### config.mk
export PLATFORM = sky130hd
export DESIGN_NAME = db15_serial_responder_flat
export DESIGN_NICKNAME = d
export VERILOG_FILES = /design/src/rtl/db15_serial_responder_if.sv /design/src/rtl/db15_serial_responder.sv /design/src/flat_wrapper.sv
export SDC_FILE = /design/constraint.sdc
export NUM_CORES = 1
export LEC_CHECK = 0
export BUFFER_PORTS_ARGS = -buffer_cell sky130_fd_sc_hd__buf_2
export CORE_MARGIN = 3
export CORE_UTILIZATION = 30
export CTS_CLUSTER_DIAMETER = 100
export DETAILED_ROUTE_END_ITERATION = 10
export PLACE_DENSITY = 0.6
export SLEW_MARGIN = 20
export SYNTH_ARGS = -nofsm -noshare
export SYNTH_HDL_FRONTEND = slang
export SYNTH_SLANG_ARGS = --single-unit
### constraint.sdc
create_clock -name clk -period 3.2 [get_ports clk]
set_input_delay 0.16 -clock clk [delete_from_list [all_inputs] [get_ports clk]]
set_output_delay 0.16 -clock clk [all_outputs]
set_load 0.03 [all_outputs]
### src/rtl/db15_serial_responder_if.sv
// JOY_CLK/JOY_LOAD/JOY_DATA link between a joy_db15 receiver (master) and the SNAC-style responder (slave).
interface db15_serial_responder_if;
    logic JOY_CLK;
    logic JOY_LOAD;
    logic JOY_DATA;

    modport master (output JOY_CLK, output JOY_LOAD, input JOY_DATA);
    modport slave  (input JOY_CLK, input JOY_LOAD, output JOY_DATA);
endinterface

### src/rtl/db15_serial_responder.sv
// Far-end emulation of a two-player DB15 parallel-in/serial-out chain: filtered JOY_LOAD/JOY_CLK
// capture two active-high pad words and shift them out active-low, player 1 MSB first.
module db15_serial_responder #(
    parameter int NBITS       = 12,
    parameter int SYNC_STAGES = 2,
    parameter int FILT        = 2
) (
    input  logic                 clk,
    input  logic                 reset,
    input  logic [NBITS-1:0]     joy_p1,
    input  logic [NBITS-1:0]     joy_p2,
    db15_serial_responder_if.slave joyIf,
    output logic                 frame_done,
    output logic                 busy
);
    localparam int FRAME = 2 * NBITS;
    localparam int CW    = $clog2(FRAME);
    localparam int FCW   = (FILT > 1) ? $clog2(FILT) : 1;

    typedef enum logic [1:0] {IDLE, LOAD, SHIFT} state_t;

    logic [SYNC_STAGES-1:0] r_clkSync;
    logic [SYNC_STAGES-1:0] r_loadSync;
    logic                   r_clkFilt;
    logic                   r_loadFilt;
    logic [FCW-1:0]         r_clkFcnt;
    logic [FCW-1:0]         r_loadFcnt;

    logic                   w_clkSync;
    logic                   w_loadSync;
    logic                   w_clkAccept;
    logic                   w_loadAccept;
    logic                   w_clkRise;
    logic                   w_loadFall;
    logic                   w_loadRise;

    state_t                 r_state;
    state_t                 w_stateNext;
    logic [FRAME-1:0]       r_sreg;
    logic [FRAME-1:0]       w_sregNext;
    logic [CW-1:0]          r_cnt;
    logic [CW-1:0]          w_cntNext;
    logic                   r_busy;
    logic                   w_busyNext;
    logic                   r_done;
    logic                   w_doneNext;
    logic [FRAME-1:0]       w_snapshot;
    logic [FRAME-1:0]       w_shifted;

    // Idle levels: LOAD released (high), CLK low, so reset never fakes a load edge.
    always_ff @(posedge clk or posedge reset) begin
        if (reset) begin
            r_clkSync  <= '0;
            r_loadSync <= '1;
        end else begin
            r_clkSync  <= {r_clkSync[SYNC_STAGES-2:0], joyIf.JOY_CLK};
            r_loadSync <= {r_loadSync[SYNC_STAGES-2:0], joyIf.JOY_LOAD};
        end
    end

    assign w_clkSync    = r_clkSync[SYNC_STAGES-1];
    assign w_loadSync   = r_loadSync[SYNC_STAGES-1];
    assign w_clkAccept  = (w_clkSync != r_clkFilt) && (r_clkFcnt == FCW'(FILT - 1));
    assign w_loadAccept = (w_loadSync != r_loadFilt) && (r_loadFcnt == FCW'(FILT - 1));
    assign w_clkRise    = w_clkAccept && w_clkSync;
    assign w_loadFall   = w_loadAccept && !w_loadSync;
    assign w_loadRise   = w_loadAccept && w_loadSync;

    // A new level is adopted only after FILT consecutive cycles of disagreement.
    always_ff @(posedge clk or posedge reset) begin
        if (reset) begin
            r_clkFilt  <= 1'b0;
            r_clkFcnt  <= '0;
            r_loadFilt <= 1'b1;
            r_loadFcnt <= '0;
        end else begin
            if (w_clkSync == r_clkFilt) begin
                r_clkFcnt <= '0;
            end else if (w_clkAccept) begin
                r_clkFilt <= w_clkSync;
                r_clkFcnt <= '0;
            end else begin
                r_clkFcnt <= r_clkFcnt + FCW'(1);
            end

            if (w_loadSync == r_loadFilt) begin
                r_loadFcnt <= '0;
            end else if (w_loadAccept) begin
                r_loadFilt <= w_loadSync;
                r_loadFcnt <= '0;
            end else begin
                r_loadFcnt <= r_loadFcnt + FCW'(1);
            end
        end
    end

    assign w_snapshot = ~{joy_p1, joy_p2};
    assign w_shifted  = {r_sreg[FRAME-2:0], 1'b1};

    always_ff @(posedge clk or posedge reset) begin
        if (reset) begin
            r_state <= IDLE;
            r_sreg  <= '1;
            r_cnt   <= '0;
            r_busy  <= 1'b0;
            r_done  <= 1'b0;
        end else begin
            r_state <= w_stateNext;
            r_sreg  <= w_sregNext;
            r_cnt   <= w_cntNext;
            r_busy  <= w_busyNext;
            r_done  <= w_doneNext;
        end
    end

    // Load edges are checked before clock edges, so a coincident load always wins.
    always_comb begin
        w_stateNext = r_state;
        w_sregNext  = r_sreg;
        w_cntNext   = r_cnt;
        w_busyNext  = r_busy;
        w_doneNext  = 1'b0;
        case (r_state)
            IDLE: begin
                if (w_loadFall) begin
                    w_sregNext  = w_snapshot;
                    w_cntNext   = '0;
                    w_busyNext  = 1'b1;
                    w_stateNext = LOAD;
                end else if (w_clkRise) begin
                    w_sregNext = w_shifted;
                end
            end
            LOAD: begin
                w_sregNext = w_snapshot;
                if (w_loadRise) begin
                    w_stateNext = SHIFT;
                end
            end
            SHIFT: begin
                if (w_loadFall) begin
                    w_sregNext  = w_snapshot;
                    w_cntNext   = '0;
                    w_stateNext = LOAD;
                end else if (w_clkRise) begin
                    w_sregNext = w_shifted;
                    if (r_cnt == CW'(FRAME - 1)) begin
                        w_cntNext   = '0;
                        w_doneNext  = 1'b1;
                        w_busyNext  = 1'b0;
                        w_stateNext = IDLE;
                    end else begin
                        w_cntNext = r_cnt + CW'(1);
                    end
                end
            end
            default: begin
                w_stateNext = IDLE;
            end
        endcase
    end

    assign joyIf.JOY_DATA = r_sreg[FRAME-1];
    assign frame_done     = r_done;
    assign busy           = r_busy;
endmodule
### src/flat_wrapper.sv
// flat-port wrapper written by rule: the top's interface ports become plain ports
module db15_serial_responder_flat 
#(
    parameter int NBITS       = 12,
    parameter int SYNC_STAGES = 2,
    parameter int FILT        = 2
)
  (clk, reset, joy_p1, joy_p2, frame_done, busy, joyIf_JOY_CLK, joyIf_JOY_LOAD, joyIf_JOY_DATA);
  db15_serial_responder_if joyIf_i ();
  input  logic clk;
  input  logic reset;
  input  logic [NBITS-1:0] joy_p1;
  input  logic [NBITS-1:0] joy_p2;
  output logic frame_done;
  output logic busy;
  input wire logic [$bits(joyIf_i.JOY_CLK)-1:0] joyIf_JOY_CLK;
  input wire logic [$bits(joyIf_i.JOY_LOAD)-1:0] joyIf_JOY_LOAD;
  output wire logic [$bits(joyIf_i.JOY_DATA)-1:0] joyIf_JOY_DATA;
  assign joyIf_i.JOY_CLK = joyIf_JOY_CLK;
  assign joyIf_i.JOY_LOAD = joyIf_JOY_LOAD;
  assign joyIf_JOY_DATA = joyIf_i.JOY_DATA;
  db15_serial_responder #(.NBITS(NBITS), .SYNC_STAGES(SYNC_STAGES), .FILT(FILT)) u_core (.clk(clk), .reset(reset), .joy_p1(joy_p1), .joy_p2(joy_p2), .joyIf(joyIf_i), .frame_done(frame_done), .busy(busy));
endmodule
; Yosys cells after proc, flatten, opt, wreduce, memory -nomap -nowiden
; Cells that the tools add are included.
[word_totals]
ff_bits = 41
inputBits = 28
word_cells = 75
[classes]
add_sub_neg = 3
n_eq_ne = 15
n_mux = 27
bitwise_logic = 3
reduce_logical = 16
[op_table]
columns = op, count
row1 = $mux W24, 2
row2 = $pmux W24 S2, 1
row3 = $not A24 Y24, 1
row4 = $mux W5, 4
row5 = $mux W1, 12
row6 = $mux W2, 5
row7 = $pmux W5 S2, 1
row8 = $ne A3 B1 Y1 const B, 3
row9 = $ne A2 B1 Y1 const B, 4
row10 = $pmux W2 S3, 1
row11 = $reduce_and A2 Y1, 3
row12 = $add A5 B1 Y5 const B, 1
row13 = $eq A5 B5 Y1 const B, 1
row14 = $logic_and A1 B1 Y1, 5
row15 = $reduce_and A5 Y1, 1
row16 = $reduce_and A4 Y1, 1
row17 = $reduce_bool A2 Y1, 2
row18 = $reduce_and A3 Y1, 1
row19 = $add A1 B1 Y1 const B, 2
row20 = $eq A1 B1 Y1, 2
row21 = $eq A2 B1 Y1 const B, 1
row22 = $eq A2 B2 Y1 const B, 1
row23 = $logic_not A2 Y1, 1
row24 = $ne A1 B1 Y1, 2
row25 = 5 further kinds, 6

; Logic depth before layout (Yosys ltp)
; Gate-level depths: netlist of the first run.
[depth]
word_depth = 6
depth_mapped = 7
ltp_nobuf = 5

; Worst setup path before layout of the first run
; No wires, ideal clock.
[synth_path]
path_kind = register -> register
startpoint = register u_core.r_loadSync[1]
endpoint = register u_core.r_cnt[3]
setup_ns = 0.101
t_arrival_ns = 1.577
slack_ns = 1.523
stages_incl_launch_ff = 6
n_path_buf = 1
period_less_slack_ns = 1.677
path_cell_list = dfstp_2 > and3b_1 > buf_6 > nand2b_4 > or3_4 > o311ai_2
[synth_between]
elab_chain_cells = 5
[synth_lines]
columns = item, line_no
row1 = from (decl), db15_serial_responder.sv:23  ; logic [SYNC_STAGES-1:0] r_loadSync;
row2 = from (signal assigned), db15_serial_responder.sv:57  ; r_loadSync <= {r_loadSync[SYNC_STAGES-2:0], joyIf.JOY_LOAD};
row3 = $ne A1 B1 Y1, db15_serial_responder.sv:64  ; assign w_loadAccept = (w_loadSync != r_loadFilt) && (r_loadFcnt == FCW'(FILT - 1));
row4 = $logic_and A1 B1 Y1, db15_serial_responder.sv:64
row5 = $logic_and A1 B1 Y1 *, db15_serial_responder.sv:66  ; assign w_loadFall = w_loadAccept && !w_loadSync;
row6 = $ne A3 B1 Y1 (no line) (tied with other cells), -
row7 = $reduce_and A3 Y1 (no line) / $pmux W5 S2 (equally long branches), -
row8 = to (signal assigned), db15_serial_responder.sv:110  ; r_cnt <= w_cntNext;
row9 = to (decl), db15_serial_responder.sv:41  ; logic [CW-1:0] r_cnt;
; Mark *: on every way between the ends. The rest lies on a longest branch, timed or not.
; A chain may end at the register's enable or synchronous reset.

; Worst setup path in the final report of the first run
[layout_path]
startpoint = register u_core.r_loadSync[1]
endpoint = register u_core.r_sreg[4]
[layout_between]
elab_chain_cells = 5
[layout_lines]
columns = item, line_no
row1 = $ne A1 B1 Y1, db15_serial_responder.sv:64
row2 = $logic_and A1 B1 Y1, db15_serial_responder.sv:64
row3 = $logic_and A1 B1 Y1 *, db15_serial_responder.sv:66
row4 = $mux W24 / $ne A3 B1 Y1 (equally long branches), -
row5 = $pmux W24 S2 / $reduce_and A2 Y1 (equally long branches), -
row6 = to (signal assigned), db15_serial_responder.sv:109  ; r_sreg <= w_sregNext;
row7 = to (decl), db15_serial_responder.sv:39  ; logic [FRAME-1:0] r_sreg;
; Marks and branches as above.

==> results of run 1 <==
-- repair_timing --
action,CTS,global route
endpoints found under the setup margin,0,0
hold endpoints to repair,2,0
hold buffers,2,0
resized for setup,0,0
-- cell families (layout without fill, tap and decap cells) --
logic type	after synthesis	count (layout)
buffers and inverters	18	48
DFF	41	41
xor gates and xnor gates	2	2
adders and majority gates	1	1
muxes	1	1
AOI/OAI and AO/OA	90	90
and+or+nand+nor	54	54
-- layout by cell type (no fill, tap or decap), types with 2 or more instances in the layout --
cell,instances
o31ai_1,2
nand2_1,34
buf_4,4
o21ai_0,77
and4b_1,2
dfrtp_1,14
dlygate4sd3_1,2
inv_1,4
nor2_1,6
and2b_1,2
and3b_1,2
clkbuf_1,2
a21oi_1,4
buf_2,30
xnor2_1,2
nand3_1,2
dfstp_2,27
clkbuf_8,6
-- final cells by class --
cell class,instances,share of cell area
Timing Repair Buffer,36,0.0884
Multi-Input combinational cell,148,0.355
Clock buffer,8,0.0398
Inverter,4,0.00663
Tap cell,75,0.0415
Sequential cell,41,0.468
-- sequential cells by signal (all words and copies together) (netlist names) --
signal / flops
u_core.r_sreg: 24
u_core.r_cnt: 5
u_core.r_clkSync: 2
u_core.r_loadSync: 2
u_core.r_state: 2
u_core.busy: 1
u_core.frame_done: 1
u_core.r_clkFcnt: 1
u_core.r_clkFilt: 1
u_core.r_loadFcnt: 1
u_core.r_loadFilt: 1
-- per-layer routing --
layer	vias to the layer above	track usage	wire (µm)
met3	7	0.0352	176
met1	708	0.167	1940
met5	-	0	0
met2	27	0.163	1710
met4	0	0.0425	63
li1	778	-	-
-- stage by stage --
stage / total power [mW] / hold slack, ps
after floorplan: 1.58 / 164
after global placement: 1.73 / 271
after detailed placement: 1.75 / 273
after CTS: 2.10 / 45.6
after global routing: 2.30 / 83.3
final: 2.07 / 18.6
-- synth_stat cells (2+ instances only) --
cell and count:
a21oi_1 4, and2b_1 2, and3b_1 2, and4b_1 2, buf_2 6, clkbuf_1 6, dfrtp_1 14, dfstp_2 27
inv_1 4, nand2_1 34, nand3_1 2, nor2_1 6, o21ai_0 77, o31ai_1 2, xnor2_1 2
-- power groups by stage --
stage | Combinational [mW] | Clock [mW] | Sequential, mW
floorplan | 0.607 | 0 | 0.972
global placement | 0.707 | 0 | 1.02
detailed placement | 0.723 | 0 | 1.02
CTS | 0.725 | 0.360 | 1.02
global route | 0.851 | 0.389 | 1.06
finish | 0.711 | 0.348 | 1.01
-- worst min path at each step --
stage,start,to,depth (start not counted)
2_1_floorplan,joyIf_JOY_LOAD,u_core.r_loadSync[0]$_DFF_PP1_,0
5_1_grt,reset,u_core.r_loadFcnt$_DFF_PP0_,2
3_5_place_dp,joyIf_JOY_CLK,u_core.r_clkSync[0]$_DFF_PP0_,1
3_3_place_gp,joyIf_JOY_CLK,u_core.r_clkSync[0]$_DFF_PP0_,1
6_report,reset,u_core.r_state[1]$_DFFE_PP0P_,2
4_1_cts,reset,u_core.r_state[1]$_DFFE_PP0P_,2
-- worst max-delay path, cell delays in order (launching register included) --
cell and delay [ps]:
dfstp_2 560, and3b_1 340, buf_4 270, o31ai_4 210
buf_4 380, nand2_1 90, o21ai_0 90
==> run_results.csv, run 1 <==
group,metric,value,unit
die,core_area,0.00610,mm²
yosys,synthAdderAreaFrac,0.00642,
clock_tree,post-cts-setup-buffer-count,0,
grt,antenna_found_initial,0,
worst_setup_path,worstSetupStartpoint,"u_core.r_loadSync[1]$_DFF_PP1_",
worst_setup_path,timing.rr.start,"u_core.r_loadSync[1]$_DFF_PP1_",
run,drv_cap,0,
clock_tree,h-tree-depth,2,
clock_tree,cts_made_buffers,5,
final_layout,area_growth,16.2,%
die,start_util,0.320,
timing,finClkSkew,13.4,ps
yosys,synth_xor_area_frac,0.00899,
yosys,yosysTopAreaCellShare,0.364,
placed_design,place_congestion,0.711,
die,die_w,86.6,µm
routing,drt-pass1-iter-count,4,
grt,grt_pass1_wl,6830,µm
final_layout,multi_input_area,805,µm²
worst_setup_path,cp.required,3410,ps
yosys,synth_edf_count,0,
worst_setup_path,cp-endpoint,"u_core.r_sreg[4]$_DFFE_PP1P_",
timing,max_slew.worst_pin.slew,843,ps
grt,grt-ovfl-total,0,
yosys,yosysWarnings,0,
power,comb_power_share,0.343,
worst_setup_path,cp.arrival,2250,ps
timing,finalHoldViolCount,0,
run_status,status,"finished, final reports clean",
grt,grt_pass1_vias,1399,
timing,max_freq,490,MHz
final_layout,drive_above_1_share,0.308,
power,seqPwrFrac,0.489,
yosys,syn_nets,236,
worst_setup_path,cp-start-kind,"flip-flop",
routing,postRouteAntennaNets,0,
power,p_sw_frac,0.370,
yosys,synth_top_cell_by_area,"dfstp_2",
timing,fin_crit_sh,0.637,
die,die-area,0.00750,mm²
power,p_leak,0.935,nW
final_layout,final_area,0.00226,mm²
timing,min_period,2040,ps
clock_tree,tritoncts,"done",
grt,grt.total_usage,0.116,
clock_tree,clk_path_buf_depth,2,
yosys,synth_mux_area_frac,0.00578,
timing,tns,0,ps
yosys,synth_compound_area_frac,0.256,
yosys,netlist_instances,207,
power,p_int,1.31,mW
routing,wl_per_cell,12.4,µm
yosys,ys_top_cells_by_area,"dfstp_2 (36%), o21ai_0 (20%), dfrtp_1 (18%)",
yosys,ys_seq_area_frac,0.544,
worst_setup_path,crit_type,"reg2reg",
yosys,synth_top_family_by_area,"compound AO/OA/AOI/OAI gates",
worst_setup_path,r2r-end,"u_core.r_sreg[4]$_DFFE_PP1P_",
timing,postLayoutSetupSlackWorst,1160,ps
die,pin_count,31,
worst_setup_path,regToRegSetupSlack,1160,ps
placed_design,post-place-ws,1160,ps
worst_setup_path,critical_path_peak_fanout,46,
final_layout,seqCellArea,0.00106,mm²
routing,drc,0,
grt,grt_max_degree,47,
yosys,avgSynthCellArea,9.41,µm²
routing,vias_per_cell,4.87,
placed_design,io_buffer_count,30,
yosys,synth_seq_cells,41,
power,p_sw,0.767,mW
power,p_per_area,916,mW/mm²
final_layout,fillerInstances,649,
timing,finalMaxSlewViolations,0,
worst_setup_path,endpoint_kind,"flip-flop",
worst_hold_path,hold_class,"in2async",
die,die_h,86.6,µm
worst_setup_path,reg2regPathDepth,6,
power,clkPwrFrac,0.168,
clock_tree,cts.reportedPaths.clkPinSlew,80,ps
die,rows,28,
routing,drtIter0Drc,64,
yosys,ys.flop_type,"dfstp_2",
yosys,postSynth.asyncResetShare,1.00,
routing,wirelength,3880,µm
timing,slew_headroom,0.438,
yosys,synthDistinctLibCells,32,
placed_design,place_area,0.00215,mm²
power,vdd_drop_max,0.344,mV
timing,setup_viol_count_final,0,
clock_tree,clock-sinks,41,
timing,rsz0062_at_grt,"false",
final_layout,diodes,0,
placed_design,placedCellCount,302,
routing,vias,1520,
final_layout,fin_cells,312,
yosys,yosys.area_share.simple,0.136,
final_layout,final_util,0.371,
clock_tree,clk_latency,300,ps
clock_tree,clock-root-buffer,"clkbuf_8",
final_layout,nets,265,
placed_design,dp_hpwl,2670,µm
yosys,syn-cell-area,0.00195,mm²
No activity file was read; power rests on OpenSTA's default activity.
==> run 2: changes to the inputs <==
Settings changed: PLACE_DENSITY 0.6 to 0.61.
Clock period 3.2 ns to 1.75 ns, I/O delays scaled along.
==> run 2 against run 1 <==
  * Maximum frequency rose by 20%
  * Critical path depth rose by 1
  * Wire length rose by 17%
  * Flip-flop and latch count did not move
  * First-iteration DRC count rose by 25%
  * Via count rose by 6.8%
==> run_results.csv, run 2 (synthesized netlist as in run 1, its figures left out) <==
group,metric,value,unit
run_status,status,"finished, final reports clean",
grt,grt_pass1_wl,7080,µm
clock_tree,cts.reportedPaths.clkPinSlew,80,ps
placed_design,dp_hpwl,2760,µm
placed_design,io_buffer_count,30,
clock_tree,clock-root-buffer,"clkbuf_8",
final_layout,final_util,0.404,
grt,antenna_found_initial,0,
die,die_h,86.6,µm
die,core_area,0.00610,mm²
routing,dr_wl_met3,129,µm
power,p_per_area,1770,mW/mm²
grt,grt_pass1_vias,1592,
clock_tree,clk_path_buf_depth,2,
timing,finalHoldViolCount,0,
placed_design,place_congestion,0.765,
worst_setup_path,cp.required,1960,ps
clock_tree,clock-sinks,41,
die,die_w,86.6,µm
timing,max_slew.worst_pin.slew,506,ps
grt,grt-ovfl-total,0,
die,start_util,0.320,
worst_setup_path,cp_slowest_stage_delay,530,ps
timing,finalMaxSlewViolations,0,
routing,postRouteAntennaNets,0,
worst_setup_path,path_common_cell,"buf_6",
timing,finClkSkew,11.3,ps
timing,setup_viol_count_final,0,
worst_setup_path,cp_cell_sequence,"and3b_2 > buf_6 > o31ai_4 > buf_6 > clkbuf_16 > nand2_1 > o21ai_0",
run,drv_cap,0,
final_layout,diodes,0,
timing,slew_headroom,0.662,
worst_setup_path,cp.arrival,1910,ps
final_layout,reg_top3,"u_core.r_sreg x24, u_core.r_cnt x5",
power,vdd_drop_max,0.810,mV
final_layout,regMostFlops,"u_core.r_sreg",
final_layout,drive_above_1_share,0.360,
timing,fin_crit_sh,0.970,
final_layout,largest_reg_flops,24,
clock_tree,tritoncts,"done",
clock_tree,clk_latency,300,ps
routing,drc,0,
timing,min_period,1700,ps
timing,hold_ws,51.8,ps
worst_setup_path,crit_type,"reg2reg",
worst_setup_path,cp-start-kind,"flip-flop",
grt,grt_max_degree,47,
routing,vias,1624,
worst_hold_path,hold_class,"in2reg",
worst_setup_path,endpoint_kind,"flip-flop",
power,p_leak,1.05,nW
final_layout,area_growth,26.5,%
die,die-area,0.00750,mm²
grt,grt.total_usage,0.118,
die,rows,28,
timing,max_freq,589,MHz
clock_tree,cts_made_buffers,5,
worst_setup_path,worst-path-buf-inv,3,
clock_tree,h-tree-depth,2,
worst_setup_path,crit_slowest_cell,"dfstp_2",
routing,wirelength,4530,µm
worst_setup_path,crit_family,"flip-flops",
final_layout,nets,281,
worst_setup_path,critical_path_peak_fanout,11,
routing,drt-pass1-iter-count,4,
routing,wl_met2,2100,µm
routing,drtIter0Drc,80,
final_layout,layout_commonest_cell,"o21ai_0",
routing,highest_layer,"met4",
routing,m1WireLength,2270,µm
final_layout,layout_common_cells,"o21ai_0 (77), nand2_1 (34), buf_2 (30), dfstp_2 (27), dfrtp_1 (14)",
routing,vias_per_cell,4.95,
die,pin_count,31,
routing,wl_per_cell,13.8,µm
[run 2: changes by cell type in the layout (fill, tap and decap cells not counted), moves of 2 or more]
| cell | before | now |
|---|---|---|
| buf_4 | 4 | 12 |
| buf_12 | 0 | 2 |
| clkbuf_16 | 0 | 2 |
| buf_6 | 0 | 3 |
| clkbuf_1 | 2 | 0 |
[run 2: path summary, 6_finish.rpt]
check                                                from                        endpoint  slack, ps  depth (start not counted)
setup / recovery           u_core.r_loadSync[1]$_DFF_PP1_   u_core.r_sreg[17]$_DFFE_PP1P_         50                          7
hold reg to reg            u_core.r_loadSync[0]$_DFF_PP1_  u_core.r_loadSync[1]$_DFF_PP1_        360                          0
setup reg to reg           u_core.r_loadSync[1]$_DFF_PP1_   u_core.r_sreg[17]$_DFFE_PP1P_         50                          7
min in group asynchronous                           reset     u_core.r_cnt[0]$_DFFE_PP0P_        460                          4
max in group asynchronous                           reset   u_core.r_sreg[17]$_DFFE_PP1P_        910                          4
hold / removal                                  joy_p2[8]    u_core.r_sreg[8]$_DFFE_PP1P_         50                          4
[run 2: area by class of cell]
cell class | instances | area (µm²)
Fill cell | 634 | 3630
Sequential cell | 41 | 1060
Multi-Input combinational cell | 148 | 806
Timing Repair Buffer | 52 | 394
Tap cell | 75 | 93.8
Clock buffer | 6 | 82.6
Inverter | 4 | 15.0
Clock inverter | 2 | 13.8
[run 2: worst reg2reg max path, cell delays in order, from the launching register on]
cell and delay, ps:
dfstp_2 530, and3b_2 250, buf_6 150, o31ai_4 250, buf_6 180, clkbuf_16 160
nand2_1 50, o21ai_0 70
[run 2: metrics by stage]
step                TNS [ps]  cells  setup WS, ps  instance area (µm²)  total power [mW]
floorplan                  0    207          72.8                 1950              2.89
detailed placement         0    311          29.9                 2250              3.42
global placement           0    311           115                 2250              3.36
finish                     0    328          52.8                 2460              4.36
global route           -16.6    328         -4.50                 2460              4.72
CTS                        0    322          36.0                 2370              4.09
[run 2: repair_timing]
action	in CTS	in global routing
endpoints found under the setup margin	0	17
resized for setup	0	3
buffers inserted	0	3
hold buffers	3	0
hold endpoints to repair	16	0
[run 2: power by group]
part / switching, mW / leakage (nW) / internal (mW)
Sequential: 0.226 / 0.466 / 1.55
Combinational: 1.05 / 0.531 / 0.881
Clock: 0.328 / 0.0512 / 0.320
Total: 1.61 / 1.05 / 2.75
[run 2: metal layers]
layer,vias up,global-route usage
met5,-,0
met4,0,0.0340
met3,2,0.0323
met2,21,0.193
met1,788,0.153
li1,813,-
==> run 3: changes to the inputs <==
Settings changed: GPL_TIMING_DRIVEN from default to 0, SETUP_SLACK_MARGIN from default to 0.4, SLEW_MARGIN 20 to default.
==> run 3 against run 2 <==
  * The run now ends with hold timing left
  * Wire length increased by 6.8%
  * Cell area increased by 11%
  * Hold slack got worse by 75 ps
  * Critical path type unchanged
==> run_results.csv, run 3 (synthesized netlist as in run 1, its figures left out) <==
group,metric,value,unit
placed_design,dp_hpwl,2970,µm
final_layout,regMostFlops,"u_core.r_sreg",
power,p_int,3.15,mW
final_layout,drive_above_1_share,0.530,
die,die-area,0.00750,mm²
clock_tree,cts.reportedPaths.clkPinSlew,80,ps
timing,hold_ws,-23.5,ps
placed_design,place_congestion,0.800,
worst_setup_path,worst-path-buf-inv,1,
routing,drtIter0Drc,66,
timing,finalMaxSlewViolations,0,
final_layout,nets,292,
final_layout,fillerInstances,606,
worst_setup_path,crit_family,"simple AND/OR/NAND/NOR gates",
worst_setup_path,cp-start-kind,"flip-flop",
power,finalPower,5.11,mW
placed_design,io_buffer_count,30,
die,die_h,86.6,µm
final_layout,seqCellArea,0.00106,mm²
clock_tree,clk_latency,300,ps
die,start_util,0.320,
final_layout,layout_common_cells,"buf_2 (32), o21ai_1 (32), nand2_1 (30), o21ai_2 (27), dfstp_2 (27)",
clock_tree,cts_made_buffers,5,
grt,antenna_found_initial,0,
routing,wirelength,4840,µm
power,vdd_drop_max,0.790,mV
clock_tree,clock-root-buffer,"clkbuf_8",
worst_setup_path,cp_slowest_stage_delay,530,ps
routing,postRouteAntennaNets,0,
final_layout,multi_input_area,983,µm²
timing,min_period,1640,ps
final_layout,area_growth,40.7,%
die,pin_count,31,
worst_setup_path,cp_cell_sequence,"and3b_1 > buf_6 > nand2b_4 > or3_4 > o311ai_4",
routing,vias_per_cell,5.06,
routing,drc,0,
timing,finalHoldViolCount,14,
die,die_w,86.6,µm
grt,grt_pass1_vias,1746,
timing,slew_headroom,0.425,
grt,grt_max_degree,42,
timing,setup_viol_count_final,0,
timing,max_freq,609,MHz
timing,fin_crit_sh,0.939,
worst_setup_path,crit_slowest_cell,"dfstp_2",
die,core_area,0.00610,mm²
run,drv_cap,0,
power,clkPwrFrac,0.121,
clock_tree,h-tree-depth,2,
worst_setup_path,crit_type,"reg2reg",
timing,max_slew.worst_pin.slew,861,ps
power,p_sw_frac,0.382,
routing,drt-pass1-iter-count,4,
grt,grt.total_usage,0.139,
clock_tree,clk_path_buf_depth,2,
power,p_sw,1.95,mW
routing,wl_per_cell,14.3,µm
final_layout,diodes,0,
final_layout,largest_reg_flops,24,
worst_setup_path,critical_path_peak_fanout,6,
routing,vias,1714,
worst_setup_path,cp.required,1950,ps
clock_tree,clock-sinks,41,
grt,grt-ovfl-total,0,
worst_hold_path,hold_class,"in2async",
timing,finClkSkew,8.07,ps
worst_setup_path,cp.arrival,1850,ps
power,p_per_area,1860,mW/mm²
die,rows,28,
final_layout,fin_cells,339,
power,comb_power_share,0.514,
run_status,status,"finished, violations left",
run_status,violations,"hold timing",
clock_tree,tritoncts,"done",
power,p_leak,1.16,nW
timing,rsz0062_at_grt,"true",
power,seqPwrFrac,0.365,
placed_design,placedCellCount,312,
grt,grt_pass1_wl,8270,µm
final_layout,reg_top3,"u_core.r_sreg x24, u_core.r_cnt x5",
worst_setup_path,endpoint_kind,"flip-flop",
[run 3: worst paths after layout]
kind | start | end | slack [ps] | cells past startpoint
max in group asynchronous | reset | u_core.r_cnt[2]$_DFFE_PP0P_ | 1190 | 2
setup / recovery | u_core.r_loadSync[1]$_DFF_PP1_ | u_core.r_cnt[3]$_DFFE_PP0P_ | 110 | 5
setup reg to reg | u_core.r_loadSync[1]$_DFF_PP1_ | u_core.r_cnt[3]$_DFFE_PP0P_ | 110 | 5
hold reg to reg | u_core.r_clkSync[0]$_DFF_PP0_ | u_core.r_clkSync[1]$_DFF_PP0_ | 360 | 0
hold / removal | reset | u_core.r_state[0]$_DFFE_PP0P_ | -20 | 2
min in group clk | joy_p2[9] | u_core.r_sreg[9]$_DFFE_PP1P_ | 30 | 4
[run 3: layer usage]
metal  vias up  track usage  share of wire
li1        843            -              -
met1       826        0.184           0.46
met2        36        0.220           0.47
met3         9       0.0380          0.050
met4         0       0.0453          0.016
met5         -            0              0
[run 3: area by class of cell]
type                            count  area share
Clock inverter                      3     0.00639
Buffer                             14      0.0562
Multi-Input combinational cell    148       0.359
Inverter                            4     0.00548
Sequential cell                    41       0.388
Clock buffer                        5      0.0251
Tap cell                           75      0.0342
Timing Repair Buffer               49       0.126
[run 3: power by group through the flow]
| stage | sequential (mW) | clock (mW) | combinational, mW |
|---|---|---|---|
| after CTS | 1.85 | 0.635 | 2.53 |
| after global placement | 1.80 | 0 | 1.74 |
| after global routing | 1.92 | 0.672 | 2.90 |
| after detailed placement | 1.81 | 0 | 1.77 |
| after floorplan | 1.79 | 0 | 1.36 |
| final | 1.86 | 0.620 | 2.62 |
[run 3: repair_timing]
| action | in CTS | in global routing |
|---|---|---|
| hold buffers | 2 | 0 |
| pin swaps | 7 | 6 |
| buffers inserted | 9 | 4 |
| cloned | 4 | 0 |
| endpoints found under the setup margin | 32 | 32 |
| gates resized for setup | 58 | 19 |
| hold endpoints to repair | 2 | 0 |
[run 3: metrics by stage]
step / hold WS (ps) / TNS, ps / utilization / instance area (µm²) / worst slack [ps]
finish: -23.5 / 0 / 0.450 / 2740 / 107
global route: 31.5 / 0 / 0.450 / 2740 / 53.3
floorplan: 92.0 / 0 / - / 2000 / 148
global placement: 192 / -470 / 0.368 / 2240 / -35.4
CTS: 4.43 / 0 / 0.437 / 2660 / 108
detailed placement: 195 / -382 / 0.368 / 2240 / -53.7
